<file path="config.mk">
export PLATFORM = sky130hd
export DESIGN_NAME = match_count_fsm_flat
export DESIGN_NICKNAME = d
export VERILOG_FILES = /design/src/rtl/match_count_fsm_if.sv /design/src/rtl/match_count_fsm.sv /design/src/flat_wrapper.sv
export SDC_FILE = /design/constraint.sdc
export NUM_CORES = 1
export LEC_CHECK = 0
export CAP_MARGIN = 0
export CELL_PAD_IN_SITES_DETAIL_PLACEMENT = 1
export CELL_PAD_IN_SITES_GLOBAL_PLACEMENT = 1
export CORE_MARGIN = 2
export CORE_UTILIZATION = 34
export DETAILED_ROUTE_END_ITERATION = 8
export PLACE_DENSITY_LB_ADDON = 0.1
export RECOVER_POWER = 25
export SETUP_SLACK_MARGIN = 0.1
export SLEW_MARGIN = 20
export SYNTH_ARGS = -nofsm -noshare
export SYNTH_HDL_FRONTEND = slang
export SYNTH_SLANG_ARGS = --single-unit
export TNS_END_PERCENT = 50
</file>
<file path="constraint.sdc">
create_clock -name clock -period 4.3 [get_ports clock]
set_input_delay 1.075 -clock clock [delete_from_list [all_inputs] [get_ports clock]]
set_output_delay 1.075 -clock clock [all_outputs]
set_load 0.02 [all_outputs]
</file>
<file path="src/rtl/match_count_fsm_if.sv">
// Sample/handshake bundle for match_count_fsm.
// The mask signal exists only when MATCH_COUNT_MASK_EN is defined.
interface match_count_fsm_if #(
  parameter int DATA_W = 4
);
  logic              valid;
  logic [DATA_W-1:0] num;
  logic [DATA_W-1:0] seq;
`ifdef MATCH_COUNT_MASK_EN
  logic [DATA_W-1:0] mask;
`endif
  logic              ready;

  modport master (
`ifdef MATCH_COUNT_MASK_EN
    output mask,
`endif
    output valid, num, seq,
    input  ready
  );

  modport slave (
`ifdef MATCH_COUNT_MASK_EN
    input  mask,
`endif
    input  valid, num, seq,
    output ready
  );
endinterface

</file>
<file path="src/rtl/match_count_fsm.sv">
// Counts seq==num matches over a valid burst, then replays one hit pulse per match.
// MATCH_COUNT_MASK_EN adds a don't-care mask to the compare.
module match_count_fsm #(
  parameter int DATA_W = 4,
  parameter int CNT_W  = 4
) (
  input  logic             clock,
  input  logic             reset,
  match_count_fsm_if.slave bus,
  output logic             hit,
  output logic             done,
  output logic             sat,
  output logic [1:0]       state,
  output logic [CNT_W-1:0] cnt
);

  typedef enum logic [1:0] {
    IDLE  = 2'b00,
    COUNT = 2'b01,
    HIT   = 2'b10
  } state_t;

  localparam logic [CNT_W-1:0] CNT_ONE = CNT_W'(1);
  localparam logic [CNT_W-1:0] CNT_MAX = '1;

  state_t           state_q, state_d;
  logic [CNT_W-1:0] cnt_q, cnt_d;
  logic             sat_q, sat_d;
  logic             done_q, done_d;
  logic [DATA_W-1:0] diff;
  logic             match;

  always_comb begin
`ifdef MATCH_COUNT_MASK_EN
    diff = (bus.seq ^ bus.num) & ~bus.mask;
`else
    diff = bus.seq ^ bus.num;
`endif
    match = bus.valid && (diff == '0);
  end

  always_comb begin
    state_d = state_q;
    cnt_d   = cnt_q;
    sat_d   = sat_q;
    done_d  = 1'b0;
    unique case (state_q)
      IDLE: begin
        if (bus.valid) begin
          state_d = COUNT;
          cnt_d   = match ? CNT_ONE : '0;
          sat_d   = 1'b0;
        end else begin
          cnt_d = '0;
        end
      end
      COUNT: begin
        if (bus.valid) begin
          if (match) begin
            if (cnt_q == CNT_MAX) sat_d = 1'b1;
            else                  cnt_d = cnt_q + CNT_ONE;
          end
        end else if (cnt_q == '0) begin
          state_d = IDLE;
          done_d  = 1'b1;
        end else begin
          state_d = HIT;
        end
      end
      HIT: begin
        // Leaving on cnt<=1 also recovers if HIT were ever reached with cnt=0.
        if (cnt_q <= CNT_ONE) begin
          state_d = IDLE;
          cnt_d   = '0;
          done_d  = 1'b1;
        end else begin
          cnt_d = cnt_q - CNT_ONE;
        end
      end
      default: begin
        state_d = IDLE;
        cnt_d   = '0;
      end
    endcase
  end

  always_ff @(posedge clock) begin
    if (reset) begin
      state_q <= IDLE;
      cnt_q   <= '0;
      sat_q   <= 1'b0;
      done_q  <= 1'b0;
    end else begin
      state_q <= state_d;
      cnt_q   <= cnt_d;
      sat_q   <= sat_d;
      done_q  <= done_d;
    end
  end

  assign hit       = (state_q == HIT);
  assign bus.ready = (state_q != HIT);
  assign done      = done_q;
  assign sat       = sat_q;
  assign state     = state_q;
  assign cnt       = cnt_q;

endmodule

</file>
<file path="src/flat_wrapper.sv">
// flat-port wrapper written by rule: the top's interface ports become plain ports
module match_count_fsm_flat 
#(
  parameter int DATA_W = 4,
  parameter int CNT_W  = 4
)
  (clock, reset, hit, done, sat, state, cnt, bus_valid, bus_num, bus_seq, bus_ready);
  match_count_fsm_if #(.DATA_W(DATA_W)) bus_i ();
  input  logic clock;
  input  logic reset;
  output logic hit;
  output logic done;
  output logic sat;
  output logic [1:0] state;
  output logic [CNT_W-1:0] cnt;
  input wire logic [$bits(bus_i.valid)-1:0] bus_valid;
  input wire logic [$bits(bus_i.num)-1:0] bus_num;
  input wire logic [$bits(bus_i.seq)-1:0] bus_seq;
  output wire logic [$bits(bus_i.ready)-1:0] bus_ready;
  assign bus_i.valid = bus_valid;
  assign bus_i.num = bus_num;
  assign bus_i.seq = bus_seq;
  assign bus_ready = bus_i.ready;
  match_count_fsm #(.DATA_W(DATA_W), .CNT_W(CNT_W)) u_core (.clock(clock), .reset(reset), .bus(bus_i), .hit(hit), .done(done), .sat(sat), .state(state), .cnt(cnt));
endmodule
</file>
Word level (Yosys, flattened, before mapping)
Cells that the tools add are included. W data, S select, Z words.

Bitwise logic cells: 1. Reductions and logical operators: 8. $add $sub $neg: 2. Mux-type cells: 21. Equality and inequality tests: 11. $lt $le $gt $ge: 1.

Operator list (count): $mux W4 (5); $pmux W4 S3 (1); $ne A2 B2 Y1 const B (5); $logic_not A4 Y1 (2); $mux W1 (8); $mux W2 (4); $ne A2 B1 Y1 const B (3); $pmux W2 S3 (1); $reduce_and A3 Y1 (2); $reduce_and A5 Y1 (1); $add A4 B1 Y4 const B (1); $eq A4 B4 Y1 const B (1); $le A4 B1 Y1 const B (1); $pmux W1 S2 (2); $sub A4 B1 Y4 const B (1); $xor A4 B4 Y4 (1); $eq A2 B1 Y1 const B (1); $eq A2 B2 Y1 const B (1); $logic_not A2 Y1 (1); $reduce_bool A2 Y1 (1); $logic_and A1 B1 Y1 (1).

Bits in registers: 8. Logic and storage cells: 48. Input port bits: 11. Output and inout bits: 10.

Longest topological paths before layout
Gate-level depths: netlist of the first run.

Word-level depth: 6. Gate-level depth with buffers: 7.

Worst setup path before layout of the first run
OpenSTA, ideal clock, no wires.

Path type: input -> register. Start point: input port bus_num[1]. End point: register u_core.cnt_q[1] (netlist: u_core.cnt[1]). Stages on the path: 5. Arrival: 2.158 ns. Buffers on the path: 0. Setup slack: 2.072 ns. Library setup time: 0.070 ns. Cells stage by stage: xnor2_1 -> nand3_1 -> o31a_1 -> or3_1 -> a21oi_1.

Cells in the longest elaborated chain, start to end: 5.

Ends and longest elaborated chain: start, declared (RTL line flat_wrapper.sv:17) `input wire logic [$bits(bus_i.num)-1:0] bus_num;`; $xor A4 B4 Y4 (RTL line match_count_fsm.sv:37) `diff = bus.seq ^ bus.num;`; $logic_not A4 Y1 (RTL line match_count_fsm.sv:39) `match = bus.valid && (diff == '0);`; $logic_and A1 B1 Y1 (RTL line match_count_fsm.sv:39); $ne A2 B1 Y1 (no line); $reduce_and A3 Y1 (no line); end signal, assigned (RTL line match_count_fsm.sv:95) `cnt_q <= cnt_d;`; end, declared (RTL line match_count_fsm.sv:27) `logic [CNT_W-1:0] cnt_q, cnt_d;`.

No other way between the ends. A chain may end at the register's enable or synchronous reset.

Worst setup path after layout of the first run
Start point: register u_core.state_q[0] (netlist: u_core.state[0]). End point: output port bus_ready.

Cells in the longest elaborated chain, start to end: 1.

Ends and longest elaborated chain: start, declared (RTL line match_count_fsm.sv:26) `state_t state_q, state_d;`; start signal, assigned (RTL line match_count_fsm.sv:94) `state_q <= state_d;`; $ne A2 B2 Y1 (RTL line match_count_fsm.sv:102) `assign bus.ready = (state_q != HIT);`; end, declared (RTL line flat_wrapper.sv:19) `output wire logic [$bits(bus_i.ready)-1:0] bus_ready;`.

No other way between the ends.

==> impl_metrics.toml, run 1 <==
[drt]
num_vias = 661
ant_nets = 0
drt-initial-drc-count = 9
post_drt_wl_per_cell_um = 13.6
wirelength_um = 1710
dr.pass1.iters = 4
vias_per_cell = 5.25
drc = 0

[clock_network]
cts_tree = "done"
cts_setup_buffers = 0
clockRootBuffer = "clkbuf_4"
clock_path_buffers = 2
holdBufCountCts = 0
cts.sinks = 8
clk_latency_ps = 260
cts_made_buffers = 3
htreeDepth = 1
path_clk_slew_ps = 60
cts_resized = 0

[finish]
final_cell_mix = "19 x clkdlybuf4s50_1, 8 x ha_1, 8 x dfxtp_1, 7 x inv_1"
drive_gt1_share_pct = 2.97
final_common_cell = "clkdlybuf4s50_1"
n_antenna_cell = 0
syn2layout_area_growth_pct = 33.7
nets = 122

[hold_path]
hp-start = "u_core.sat"
min_delay_path_depth = 2
worstHoldEndpoint = "u_core.sat"
min_path_type = "flip-flop to flip-flop"

[setup_path]
reg2reg_to = "u_core.cnt[2]"
cp-end-kind = "primary output"
reg2reg_from = "u_core.cnt[0]"
critPathKind = "flip-flop to primary output"
cp_max_fo = 6
arrival_ps = 1740
cp.required_ps = 3220
cp-startpoint = "u_core.state[0]"
r2r_slack_ps = 2240
r2r_cells = 7
startpoint_type = "flip-flop"

[placed_design]
gp_congestion = 0.742
dp_hpwl_um = 1310
portBuffers = 20
pre_cts_slack_ps = 1470

[yosys]
synth-seq-cells = 8
synthCells = 82
syn_nets = 101
synth_top_area_cell = "dfxtp_1"
ys_warn_count = 0
synthArstFlopShare_pct = 0
ys.flop_type = "dfxtp_1"
yosysSeqAreaShare_pct = 24.1
synth_top_area_share_pct = 24.1
synth.distinct_cells = 29
ys_top_cells_by_area = "dfxtp_1 24%, ha_1 15%, xnor2_1 5.3%"
synthesis.area_um2 = 664
synth.avg_cell_area_um2 = 8.10
synth_edf_count = 0

[sta]
max_slew_margin_pct = 72.6
setup_tns_ps = 0
drv_slew = 0
fmax_mhz = 356
setup_viol = 0
fin_crit_ps = 2810
final_hold_viol_count = 0
finalWorstSetupSlack_ps = 1490
finalClockSkew_ps = 2.85
tightestPinTransition_ps = 410
period_share_pct = 65.4
rsz0062_at_grt = "false"

[floorplanning]
coreArea_um2 = 1780
die_h_um = 48.2
start_util_pct = 37.3
num_rows = 15
design.die.area_um2 = 2320
dieWidth_um = 48.2
io_pins = 21

[global_route]
grt_pass1_vias = 612
gr-total-overflow = 0
antenna_found_initial = 0
grt_start_max_net_pins = 12
track_usage_pct = 17.4
grt_pass1_wl_um = 2700

[power]
ir_drop_mv = 0.167
power_density_nw_per_um2 = 219
leakage_nw = 0.307

[outcome]
status = "complete, no violations"

[job]
cap_violations = 0
==> cell families (layout without fill, tap and decap cells) <==
kind of cell / after synthesis / after routing / share of synthesized area, %
buffers and inverters: 11 / 30 / 8.48
adder cells (fa/ha/maj): 8 / 8 / 15.1
XOR/XNOR: 6 / 6 / 7.91
AO/OA/AOI/OAI: 21 / 21 / 21.1
flip-flops: 8 / 8 / 24.1
AND/OR/NAND/NOR: 27 / 27 / 21.8
multiplexers: 1 / 1 / 1.51
==> state kept, by name, indices dropped and copies added (netlist names) <==
signal,cells
u_core.cnt,4
u_core.sat,1
u_core.done,1
u_core.state,2
==> worst max path at each step <==
stage	endpoint	slack, ps	depth (start not counted)
3_3_place_gp	u_core.cnt[1]	1490	5
5_1_grt	bus_ready	1390	4
2_1_floorplan	u_core.cnt[1]	2070	5
4_1_cts	bus_ready	1490	4
6_report	bus_ready	1490	4
3_5_place_dp	u_core.cnt[1]	1470	6
==> critical path, cell delays in order, from the launching register on <==
cell and delay, ps:
dfxtp_1 410, inv_1 100, ha_1 270, inv_1 90, clkdlybuf4s50_1 600
==> report_power, final <==
part / leakage, nW / switching, mW / internal (mW)
logic: 0.228 / 0.0273 / 0.0263
registers: 0.0648 / 0.00447 / 0.0766
clock network: 0.0138 / 0.0275 / 0.0321
==> synthesized netlist by cell type (2+ instances only) <==
| library cell | n |
|---|---|
| buf_4 | 4 |
| a21oi_1 | 6 |
| dfxtp_1 | 8 |
| nor3_1 | 3 |
| nand2_1 | 6 |
| xor2_1 | 2 |
| ha_1 | 8 |
| nor2_1 | 5 |
| xnor2_1 | 4 |
| nand3b_1 | 2 |
| o31a_1 | 3 |
| inv_1 | 7 |
| a311oi_1 | 2 |
| or3_1 | 2 |
| o41ai_1 | 2 |
| nand3_1 | 2 |
| o21ai_0 | 4 |
==> through the flow <==
stage	std cells	utilization, %	cell area, um^2	power (mW)	hold slack [ps]
final	126	49.8	888	0.194	492
after global routing	126	49.8	888	0.207	541
after CTS	126	49.8	888	0.198	500
after detailed placement	123	48.6	866	0.136	492
after global placement	123	48.6	866	0.135	486
after floorplan	82	-	664	0.115	561
==> routing by layer <==
metal | share of wire, % | track usage [%] | vias to the layer above
li1 | - | - | 332
met2 | 41 | 26.1 | 17
met1 | 51 | 22.1 | 308
met4 | 2.1 | 11.4 | 0
met5 | 0 | 0 | -
met3 | 6.6 | 4.07 | 4
==> area by class of cell <==
cell class	count	area (um^2)
Fill cell	220	895
Multi-Input combinational cell	63	448
Timing Repair Buffer	20	200
Sequential cell	8	160
Tap cell	25	31.3
Inverter	7	26.3
Clock buffer	3	22.5
No activity file was read; power rests on OpenSTA's default activity.
==> run 2, diff against run 1 <==
--- a/config.mk
+++ b/config.mk
@@ -9,7 +9,7 @@
 export CELL_PAD_IN_SITES_DETAIL_PLACEMENT = 1
 export CELL_PAD_IN_SITES_GLOBAL_PLACEMENT = 1
 export CORE_MARGIN = 2
-export CORE_UTILIZATION = 34
+export CORE_UTILIZATION = 29
 export DETAILED_ROUTE_END_ITERATION = 8
 export PLACE_DENSITY_LB_ADDON = 0.1
 export RECOVER_POWER = 25
==> constraint.sdc (replaced) <==
create_clock -name clock -period 2.4 [get_ports clock]
set_input_delay 0.6 -clock clock [delete_from_list [all_inputs] [get_ports clock]]
set_output_delay 0.6 -clock clock [all_outputs]
set_load 0.02 [all_outputs]
==> run 2 against run 1 <==
Net effect:
- combinational power is 86% higher
- via count is 1.2% higher
- critical endpoint is now hit
- clock skew is 0.80 ps higher
- clock power is 76% higher
- cell count is 5.6% higher
- wire length is 8.0% higher
- worst setup slack worse by 1300 ps
- cell area is 3.7% higher
- largest power group unchanged
- clock-buffer cell count stayed put
==> impl_metrics.toml, run 2 (same netlist as run 1, synthesis figures left out) <==
[outcome]
status = "complete, no violations"

[sta]
rsz0062_at_grt = "true"
final_hold_viol_count = 0
finalClockSkew_ps = 3.65
tightestPinTransition_ps = 418
fmax_mhz = 460
setup_tns_ps = 0
max_slew_margin_pct = 72.1
period_share_pct = 90.6
fin_crit_ps = 2170
setup_viol = 0
drv_slew = 0

[setup_path]
cp_max_fo = 6
startpoint_type = "flip-flop"
cp-end-kind = "primary output"
reg2reg_to = "u_core.cnt[2]"
r2r_cells = 7
r2r_slack_ps = 350
cp_cell_sequence = "ha_1 -> clkdlybuf4s50_1"
critPathKind = "flip-flop to primary output"
cp.required_ps = 1800
arrival_ps = 1570
slowest_stage = "clkdlybuf4s50_1"
critPathMaxStageDelay_ps = 630
reg2reg_from = "u_core.cnt[0]"

[power]
leakage_nw = 0.333
power_mw = 0.349
power_density_nw_per_um2 = 380
ir_drop_mv = 0.200

[drt]
drc = 0
post_drt_wl_per_cell_um = 13.9
wirelength_um = 1850
num_vias = 669
drt-initial-drc-count = 16
vias_per_cell = 5.03
dr.pass1.iters = 4
ant_nets = 0

[global_route]
antenna_found_initial = 0
gr-total-overflow = 0
track_usage_pct = 16.2
grt_pass1_vias = 693
grt_pass1_wl_um = 3220
grt_start_max_net_pins = 12

[hold_path]
worstHoldEndpoint = "u_core.sat"
min_delay_path_depth = 2
hp-start = "u_core.sat"
min_path_type = "flip-flop to flip-flop"

[finish]
final_cell_mix = "16 x clkdlybuf4s50_1, 8 x ha_1, 8 x dfxtp_1, 7 x inv_1"
final_common_cell = "clkdlybuf4s50_1"
syn2layout_area_growth_pct = 38.6
n_antenna_cell = 0
nFillCells = 278
largest_reg_flops = 4
drive_gt1_share_pct = 6.67
top_register = "u_core.cnt"
nets = 126

[floorplanning]
coreArea_um2 = 2190
die_h_um = 51.9
start_util_pct = 30.3
dieWidth_um = 51.9
design.die.area_um2 = 2690
num_rows = 17
io_pins = 21

[clock_network]
clockRootBuffer = "clkbuf_4"
clock_path_buffers = 2
holdBufCountCts = 0
htreeDepth = 1
cts.sinks = 8
cts_made_buffers = 3
clk_latency_ps = 250
path_clk_slew_ps = 60
cts_tree = "done"

[placed_design]
portBuffers = 20
dp_hpwl_um = 1410
gp_congestion = 0.804

[job]
cap_violations = 0
## run 2: changes by cell type in the layout (fill, tap and decap cells not counted)
cell	change
dlygate4sd3_1	+2
clkdlybuf4s50_1	-3
dlygate4sd2_1	+1
buf_4	+4
## run 2: cell type report
cell class	count	area, um^2	area share (%)
well taps	28	35.0	3.80
multi-input cells	63	448	48.6
repair buffers	24	229	24.9
inverters	7	26.3	2.85
flip-flops and latches	8	160	17.4
clock buffers	3	22.5	2.45
## run 2: routing by layer
metal | up-vias | share of wire (%) | GRT usage, %
li1 | 339 | - | -
met1 | 309 | 48 | 20.9
met2 | 19 | 47 | 26.6
met3 | 2 | 4.3 | 2.01
met4 | 0 | 0.49 | 7.89
met5 | - | 0 | 0
## run 2: worst max-delay path by stage
| stage | depth (start not counted) | start | slack [ps] | end |
|---|---|---|---|---|
| floorplan | 7 | u_core.cnt[0] | 540 | u_core.cnt[2] |
| global placement | 6 | bus_num[2] | 130 | u_core.cnt[1] |
| detailed placement | 6 | bus_num[2] | 120 | u_core.cnt[1] |
| CTS | 2 | u_core.state[1] | 190 | hit |
| global route | 3 | u_core.state[0] | 100 | hit |
| finish | 2 | u_core.state[1] | 230 | hit |
## run 2: report_power, final
group	total [mW]	leakage (nW)	internal, mW	switching [mW]
registers	0.145	0.0648	0.137	0.00771
clock network	0.105	0.0138	0.0573	0.0474
logic	0.0998	0.254	0.0503	0.0496
total	0.349	0.333	0.245	0.105
## run 2: worst max-delay path: cells and delay by family, from the launching register on
kind / cells / cell delay [ps]
flops: 1 / 410
buf+inv: 1 / 630
fa+ha+maj: 1 / 270
## run 2: timing repair
item,in CTS,in global routing
endpoints found under the hold margin,0,0
endpoints found under the setup margin,1,3
gates cloned,0,0
buffers inserted,0,1
gates resized for setup,1,0
## run 2: stage by stage
step | utilization, % | worst slack, ps | hold slack [ps] | area [um^2] | instances
final | 42.0 | 226 | 495 | 921 | 133
after global placement | 40.7 | 133 | 497 | 892 | 129
after floorplan | - | 543 | 561 | 664 | 82
after detailed placement | 40.7 | 121 | 499 | 892 | 129
after CTS | 41.7 | 193 | 506 | 913 | 132
after global routing | 42.0 | 99.2 | 548 | 921 | 133
